## src/rtl/printer_pkg.sv

```systemverilog
// printer_pkg: shared FSM states, job record and page-code constants for the print spooler
package printer_pkg;
    typedef enum logic [2:0] {IDLE, ISSUE, WAIT, HALT, DONE} state_t;
    typedef struct packed {
        logic       color;
        logic [1:0] pages;
    } job_t;
    localparam logic [1:0] PAGE_ILLEGAL = 2'b00;
endpackage

```

## src/rtl/print_job_queue_if.sv

```systemverilog
// print_job_queue_if: request, engine and status signals of the print spooler
interface print_job_queue_if #(parameter int CNT_W = 4);
    logic             prendido;
    logic             req_valid;
    logic             req_color;
    logic [1:0]       req_pages;
    logic             fin_color;
    logic             fin_negro;
    logic             error_color;
    logic             error_negro;
    logic             start_color;
    logic             start_negro;
    logic [1:0]       pagina;
    logic             busy;
    logic             halted;
    logic             queue_full;
    logic             queue_empty;
    logic             req_drop;
    logic [CNT_W-1:0] jobs_done;
    modport master (
        output prendido, req_valid, req_color, req_pages,
        output fin_color, fin_negro, error_color, error_negro,
        input  start_color, start_negro, pagina, busy, halted,
        input  queue_full, queue_empty, req_drop, jobs_done
    );
    modport slave (
        input  prendido, req_valid, req_color, req_pages,
        input  fin_color, fin_negro, error_color, error_negro,
        output start_color, start_negro, pagina, busy, halted,
        output queue_full, queue_empty, req_drop, jobs_done
    );
endinterface

```

## src/rtl/job_fifo.sv

```systemverilog
// job_fifo: small power-of-two FIFO of print jobs with synchronous flush
module job_fifo
    import printer_pkg::*;
#(
    parameter int DEPTH = 4
) (
    input  logic CLK,
    input  logic reset,
    input  logic push,
    input  logic pop,
    input  logic flush,
    input  job_t din,
    output logic full,
    output logic empty,
    output job_t head
);
    localparam int AW = $clog2(DEPTH);
    localparam logic [AW:0] FULL_CNT = (AW+1)'(DEPTH);
    job_t          mem [DEPTH];
    logic [AW-1:0] wr_ptr, rd_ptr;
    logic [AW:0]   count;
    // pointers wrap naturally at DEPTH; flush drops every queued job
    always_ff @(posedge CLK or posedge reset) begin
        if (reset) begin
            wr_ptr <= '0;
            rd_ptr <= '0;
            count  <= '0;
        end else if (flush) begin
            wr_ptr <= '0;
            rd_ptr <= '0;
            count  <= '0;
        end else begin
            if (push) wr_ptr <= wr_ptr + 1'b1;
            if (pop) rd_ptr <= rd_ptr + 1'b1;
            count <= count + (AW+1)'(push) - (AW+1)'(pop);
        end
    end
    // storage needs no reset; only entries inside the count are ever read
    always_ff @(posedge CLK) begin
        if (push) mem[wr_ptr] <= din;
    end
    assign head  = mem[rd_ptr];
    assign full  = count == FULL_CNT;
    assign empty = count == '0;
endmodule

```

## src/rtl/print_job_queue.sv

```systemverilog
// print_job_queue: buffers print requests and issues them one at a time to the color/black engines
module print_job_queue
    import printer_pkg::*;
#(
    parameter int DEPTH = 4,
    parameter int CNT_W = 4
) (
    input logic CLK,
    input logic reset,
    print_job_queue_if.slave bus
);
    state_t           state, state_nx;
    job_t             cur, head, din;
    logic             push, pop, full, empty, drop, sel_fin, sel_err;
    logic [CNT_W-1:0] done_cnt;
    // full is the pre-pop status, so a request against a full queue is dropped even if a pop happens
    assign push    = bus.req_valid & bus.prendido & ~full & (bus.req_pages != PAGE_ILLEGAL);
    assign pop     = (state == IDLE) & bus.prendido & ~empty;
    assign din     = job_t'({bus.req_color, bus.req_pages});
    assign sel_fin = cur.color ? bus.fin_color : bus.fin_negro;
    assign sel_err = cur.color ? bus.error_color : bus.error_negro;
    job_fifo #(.DEPTH(DEPTH)) u_fifo (
        .CLK   (CLK),
        .reset (reset),
        .push  (push),
        .pop   (pop),
        .flush (~bus.prendido),
        .din   (din),
        .full  (full),
        .empty (empty),
        .head  (head)
    );
    // job lifecycle: power loss forces IDLE, fin beats error while waiting
    always_comb begin
        state_nx = state;
        if (!bus.prendido) state_nx = IDLE;
        else begin
            case (state)
                IDLE:    state_nx = empty ? IDLE : ISSUE;
                ISSUE:   state_nx = WAIT;
                WAIT:    state_nx = sel_fin ? DONE : (sel_err ? HALT : WAIT);
                HALT:    state_nx = sel_err ? HALT : WAIT;
                DONE:    state_nx = IDLE;
                default: state_nx = IDLE;
            endcase
        end
    end
    // state, current job, drop pulse and completion counter
    always_ff @(posedge CLK or posedge reset) begin
        if (reset) begin
            state    <= IDLE;
            cur      <= '0;
            drop     <= 1'b0;
            done_cnt <= '0;
        end else begin
            state <= state_nx;
            drop  <= bus.req_valid & ~push;
            if (!bus.prendido || state == DONE) cur <= '0;
            else if (pop) cur <= head;
            if (bus.prendido && state == DONE) done_cnt <= done_cnt + 1'b1;
        end
    end
    assign bus.start_color = (state == ISSUE) & cur.color;
    assign bus.start_negro = (state == ISSUE) & ~cur.color;
    assign bus.pagina      = cur.pages;
    assign bus.busy        = state != IDLE;
    assign bus.halted      = state == HALT;
    assign bus.queue_full  = full;
    assign bus.queue_empty = empty;
    assign bus.req_drop    = drop;
    assign bus.jobs_done   = done_cnt;
endmodule

```

## src/flat_wrapper.sv

```systemverilog
// flat-port wrapper written by rule: the top's interface ports become plain ports
module print_job_queue_flat import printer_pkg::*;
#(
    parameter int DEPTH = 4,
    parameter int CNT_W = 4
)
  (CLK, reset, bus_prendido, bus_req_valid, bus_req_color, bus_req_pages, bus_fin_color, bus_fin_negro, bus_error_color, bus_error_negro, bus_start_color, bus_start_negro, bus_pagina, bus_busy, bus_halted, bus_queue_full, bus_queue_empty, bus_req_drop, bus_jobs_done);
  print_job_queue_if #(.CNT_W(CNT_W)) bus_i ();
  input logic CLK;
  input logic reset;
  input wire logic [$bits(bus_i.prendido)-1:0] bus_prendido;
  input wire logic [$bits(bus_i.req_valid)-1:0] bus_req_valid;
  input wire logic [$bits(bus_i.req_color)-1:0] bus_req_color;
  input wire logic [$bits(bus_i.req_pages)-1:0] bus_req_pages;
  input wire logic [$bits(bus_i.fin_color)-1:0] bus_fin_color;
  input wire logic [$bits(bus_i.fin_negro)-1:0] bus_fin_negro;
  input wire logic [$bits(bus_i.error_color)-1:0] bus_error_color;
  input wire logic [$bits(bus_i.error_negro)-1:0] bus_error_negro;
  output wire logic [$bits(bus_i.start_color)-1:0] bus_start_color;
  output wire logic [$bits(bus_i.start_negro)-1:0] bus_start_negro;
  output wire logic [$bits(bus_i.pagina)-1:0] bus_pagina;
  output wire logic [$bits(bus_i.busy)-1:0] bus_busy;
  output wire logic [$bits(bus_i.halted)-1:0] bus_halted;
  output wire logic [$bits(bus_i.queue_full)-1:0] bus_queue_full;
  output wire logic [$bits(bus_i.queue_empty)-1:0] bus_queue_empty;
  output wire logic [$bits(bus_i.req_drop)-1:0] bus_req_drop;
  output wire logic [$bits(bus_i.jobs_done)-1:0] bus_jobs_done;
  assign bus_i.prendido = bus_prendido;
  assign bus_i.req_valid = bus_req_valid;
  assign bus_i.req_color = bus_req_color;
  assign bus_i.req_pages = bus_req_pages;
  assign bus_i.fin_color = bus_fin_color;
  assign bus_i.fin_negro = bus_fin_negro;
  assign bus_i.error_color = bus_error_color;
  assign bus_i.error_negro = bus_error_negro;
  assign bus_start_color = bus_i.start_color;
  assign bus_start_negro = bus_i.start_negro;
  assign bus_pagina = bus_i.pagina;
  assign bus_busy = bus_i.busy;
  assign bus_halted = bus_i.halted;
  assign bus_queue_full = bus_i.queue_full;
  assign bus_queue_empty = bus_i.queue_empty;
  assign bus_req_drop = bus_i.req_drop;
  assign bus_jobs_done = bus_i.jobs_done;
  print_job_queue #(.DEPTH(DEPTH), .CNT_W(CNT_W)) u_core (.CLK(CLK), .reset(reset), .bus(bus_i));
endmodule
```

## config.mk

```make
export PLATFORM = sky130hd
export DESIGN_NAME = print_job_queue_flat
export DESIGN_NICKNAME = d
export VERILOG_FILES = /design/src/rtl/printer_pkg.sv /design/src/rtl/print_job_queue_if.sv /design/src/rtl/job_fifo.sv /design/src/rtl/print_job_queue.sv /design/src/flat_wrapper.sv
export SDC_FILE = /design/constraint.sdc
export NUM_CORES = 1
export LEC_CHECK = 0
export BUFFER_PORTS_ARGS = -buffer_cell sky130_fd_sc_hd__buf_2
export CAP_MARGIN = 20
export CORE_MARGIN = 2
export CORE_UTILIZATION = 30
export CTS_BUF_LIST = sky130_fd_sc_hd__clkbuf_4
export DETAILED_ROUTE_END_ITERATION = 12
export GPL_TIMING_DRIVEN = 0
export PLACE_DENSITY = 0.59
export SYNTH_ARGS = -nofsm -noshare
export SYNTH_HDL_FRONTEND = slang
export SYNTH_SLANG_ARGS = --single-unit
export TNS_END_PERCENT = 5
```

## constraint.sdc

```tcl
create_clock -name CLK -period 3.05 [get_ports CLK]
set_input_delay 0 -clock CLK [delete_from_list [all_inputs] [get_ports CLK]]
set_output_delay 0 -clock CLK [all_outputs]
set_load 0.02 [all_outputs]
```

==> reports/results.txt <==
run status = complete, no violations
Arr. time, crit path = 3.01 ns
Gates resized, CTS repair = 0
Mapped Area = 1450 um2
Post-CTS Setup Inserts = 0
met1 global-route usage = 0.115
GRT met3 Usage = 0.0261
hold buffers post-CTS = 5
Yosys reg bits = 30
hpwl dp = 1.99 mm
area occupied by multi-input gates = 561 um2
Power Total = 1300 uW
library cells used by synthesis = 39
first-pass GRT wire length = 4.22 mm
grt ovf = 0
initial antenna violation count = 0
Comb pwr share = 0.388
Initial Util = 0.310
Clock Path Buffers = 2
mux cell area share after synthesis = 0.0688
Seq/Total Area, Yosys = 0.558
GR Util met2 = 0.185
fin nets = 167
Core Util, Final = 0.370
Setup violations, final = 0
clk_lat worst skew = 0.32 ns
Net Switching = 482 uW
drt drc = 0
area share of xor/xnor cells in the synthesized design = 0.0301
largest net degree at the start of global routing = 19
gr usage total = 0.105
Top Ports = 24
post-synthesis compound-gate area fraction = 0.0818
clock network power share = 0.172
Most Frequent Cell on Critical Path = inv_1
Clock H-tree levels = 2
Worst VDD drop = 0.000220 V
Worst Skew = 0.0128 ns
area leader, netlist = dfrtp_1
CP max-delay cell = nor3_1
most instantiated cells after synthesis = dfrtp_1, edfxtp_1, inv_1
Power Density = 748 nW/um2
startpoint types = register
crit path buf inv count = 3
post-route ant nets = 0
core area = 4690 um2
FILL cells = 453
Slew HR = 0.353
DIE WIDTH = 73.6 um
final hold vios = 0
switching part of the total = 0.371
vias per cell = 4.76
CTS tree = yes
ys flop type = dfrtp_1
area grow syn2layout = 19.4%
Most Crowded Layer GR = met2
# diodes = 0
Slew Limit Fails = 0
Mapped Avg Cell Area = 12.8 um2
fraction of registers with async set/reset = 0.600
Rows = 25
slowest cell delay on critical path = 0.81 ns
1st-iter DRT viols = 42
internal power = 816 uW
simple-gate area share of the yosys netlist = 0.131
synth top area cells = dfrtp_1, edfxtp_1, ha_1
Critical Path End Type = register
most frequent cell after synthesis = dfrtp_1
Mapped Nets = 133
vias in the first global route = 951
fin crit period = 2.81 ns
Worst-path clk slew = 0.10 ns
IO buf count = 22
yosys warns = 0
Num CTS Buffers = 5
Final TNS setup = 0 ns
critical path class = register to register
Final GP Congestion = 0.770
f_max = 0.355 GHz
hold crit path type = input pin to register
Root Buffer = clkbuf_4
RSZ-0062 raised after global routing = false
Worst Tran Pin Value = 0.963 ns
# Max-Cap Violations = 0
Top delay family on crit path = simple AND/OR/NAND/NOR gates
WL final = 2.62 mm
crit-path cells = nor3_1 -> or4b_4 -> inv_1 -> ha_1 -> inv_1 -> ha_1 -> inv_1 -> fa_1 -> xnor2_1 -> nor2_1
DRT Pass-1 Iters = 4
P_leak = 0.000802 uW
Crit Path Max Fanout = 10
Worst Path Required = 3.25 ns
Cells after Synth = 114
post-synth top area share = 0.310
via count = 966
total die area = 5420 um2
fin crit share = 0.922
routed len/inst = 12.9 um
share of cells above drive strength 1 = 0.268
die height = 73.6 um
largest family of logic cells by synthesized area = simple AND/OR/NAND/NOR gates
number of synthesized flops with an enable pin = 12
proportion of power drawn by flip-flops and latches = 0.440
Seq. cell area = 811 um2
post-synthesis adder-cell area fraction = 0.0740
CTS sink cnt = 30
==> worst register-to-register path: cells and delay by family, from the launching register on <==
kind / cells / cell delay [ns]
flops: 1 / 0.44
xor+xnor: 1 / 0.17
buf+inv: 3 / 0.16
simple gates: 3 / 1.14
fa+ha+maj: 3 / 0.78
==> kinds of logic (layout without fill, tap and decap cells) <==
family | Yosys count | in the layout
and+or+nand+nor | 28 | 28
xor gates and xnor gates | 5 | 5
buffers and inverters | 18 | 53
adders and majority gates | 8 | 8
muxes | 6 | 6
DFF | 30 | 30
AOI/OAI and AO/OA | 19 | 19
==> placed cells by master (no fill, tap or decap), types with 3 or more instances in the layout <==
cell type | netlist | layout
inv_1 | 12 | 12
mux4_2 | 3 | 3
dlygate4sd3_1 | 0 | 5
ha_1 | 7 | 7
a21oi_1 | 6 | 6
xnor2_1 | 3 | 3
o21ai_0 | 3 | 3
edfxtp_1 | 12 | 12
nor2_1 | 4 | 4
buf_2 | 0 | 22
o2111ai_1 | 3 | 3
o21ai_1 | 3 | 3
dfrtp_1 | 18 | 18
clkbuf_4 | 0 | 6
and3_1 | 4 | 4
==> path summary, 6_finish.rpt <==
kind / slack, ns / start / cells past startpoint / end
min in group asynchronous: 0.31 / reset / 3 / u_core.u_fifo.count[1]
max in group asynchronous: 2.29 / reset / 3 / u_core.bus.jobs_done[2]
worst min register to register: 0.48 / u_core.bus.jobs_done[3] / 1 / u_core.bus.jobs_done[3]
worst max register to register: 0.24 / u_core.u_fifo.count[1] / 10 / u_core.u_fifo.count[2]
worst max-delay path: 0.24 / u_core.u_fifo.count[1] / 10 / u_core.u_fifo.count[2]
worst min-delay path: 0.07 / bus_fin_color / 4 / u_core.state[1]
==> state kept, by name, indices dropped and copies added (netlist names), 2 cells and up <==
register              flops
u_core.u_fifo.mem        12
u_core.state              3
u_core.u_fifo.wr_ptr      2
u_core.u_fifo.rd_ptr      2
u_core.u_fifo.count       3
u_core.bus.jobs_done      4
u_core.bus.pagina         2
==> layout make-up <==
type | count | share of cell area
inverters | 13 | 0.0281
clock buffers | 6 | 0.0260
well taps | 54 | 0.0389
repair buffers | 27 | 0.0923
flip-flops and latches | 30 | 0.467
multi-input cells | 66 | 0.323
plain buffers | 5 | 0.0195
clock inverters | 2 | 0.00505
==> metrics by stage <==
stage                     std cells  area, um2  hold slack, ns  setup slack (ns)
after floorplan                 114       1450         -0.0614             0.246
after global placement          190       1630           0.124             0.307
after detailed placement        190       1630           0.138             0.264
after CTS                       203       1740          0.0584             0.222
after global routing            203       1740           0.105            0.0314
final                           203       1740          0.0734             0.237
==> metal layers <==
layer  wire length [um]  up-vias  part of all wire
met2               1390       17              0.53
met4                 70        0             0.027
li1                   -      478                 -
met5                  0        -                 0
met1               1080      464              0.41
met3                 83        7             0.032
==> power groups by stage <==
| stage | sequential (uW) | clock [uW] | combinational (uW) |
|---|---|---|---|
| global route | 587 | 245 | 554 |
| detailed placement | 583 | 0 | 504 |
| global placement | 576 | 0 | 482 |
| finish | 571 | 224 | 503 |
| floorplan | 578 | 0 | 366 |
| CTS | 573 | 234 | 512 |
No activity file was read; power rests on OpenSTA's default activity.
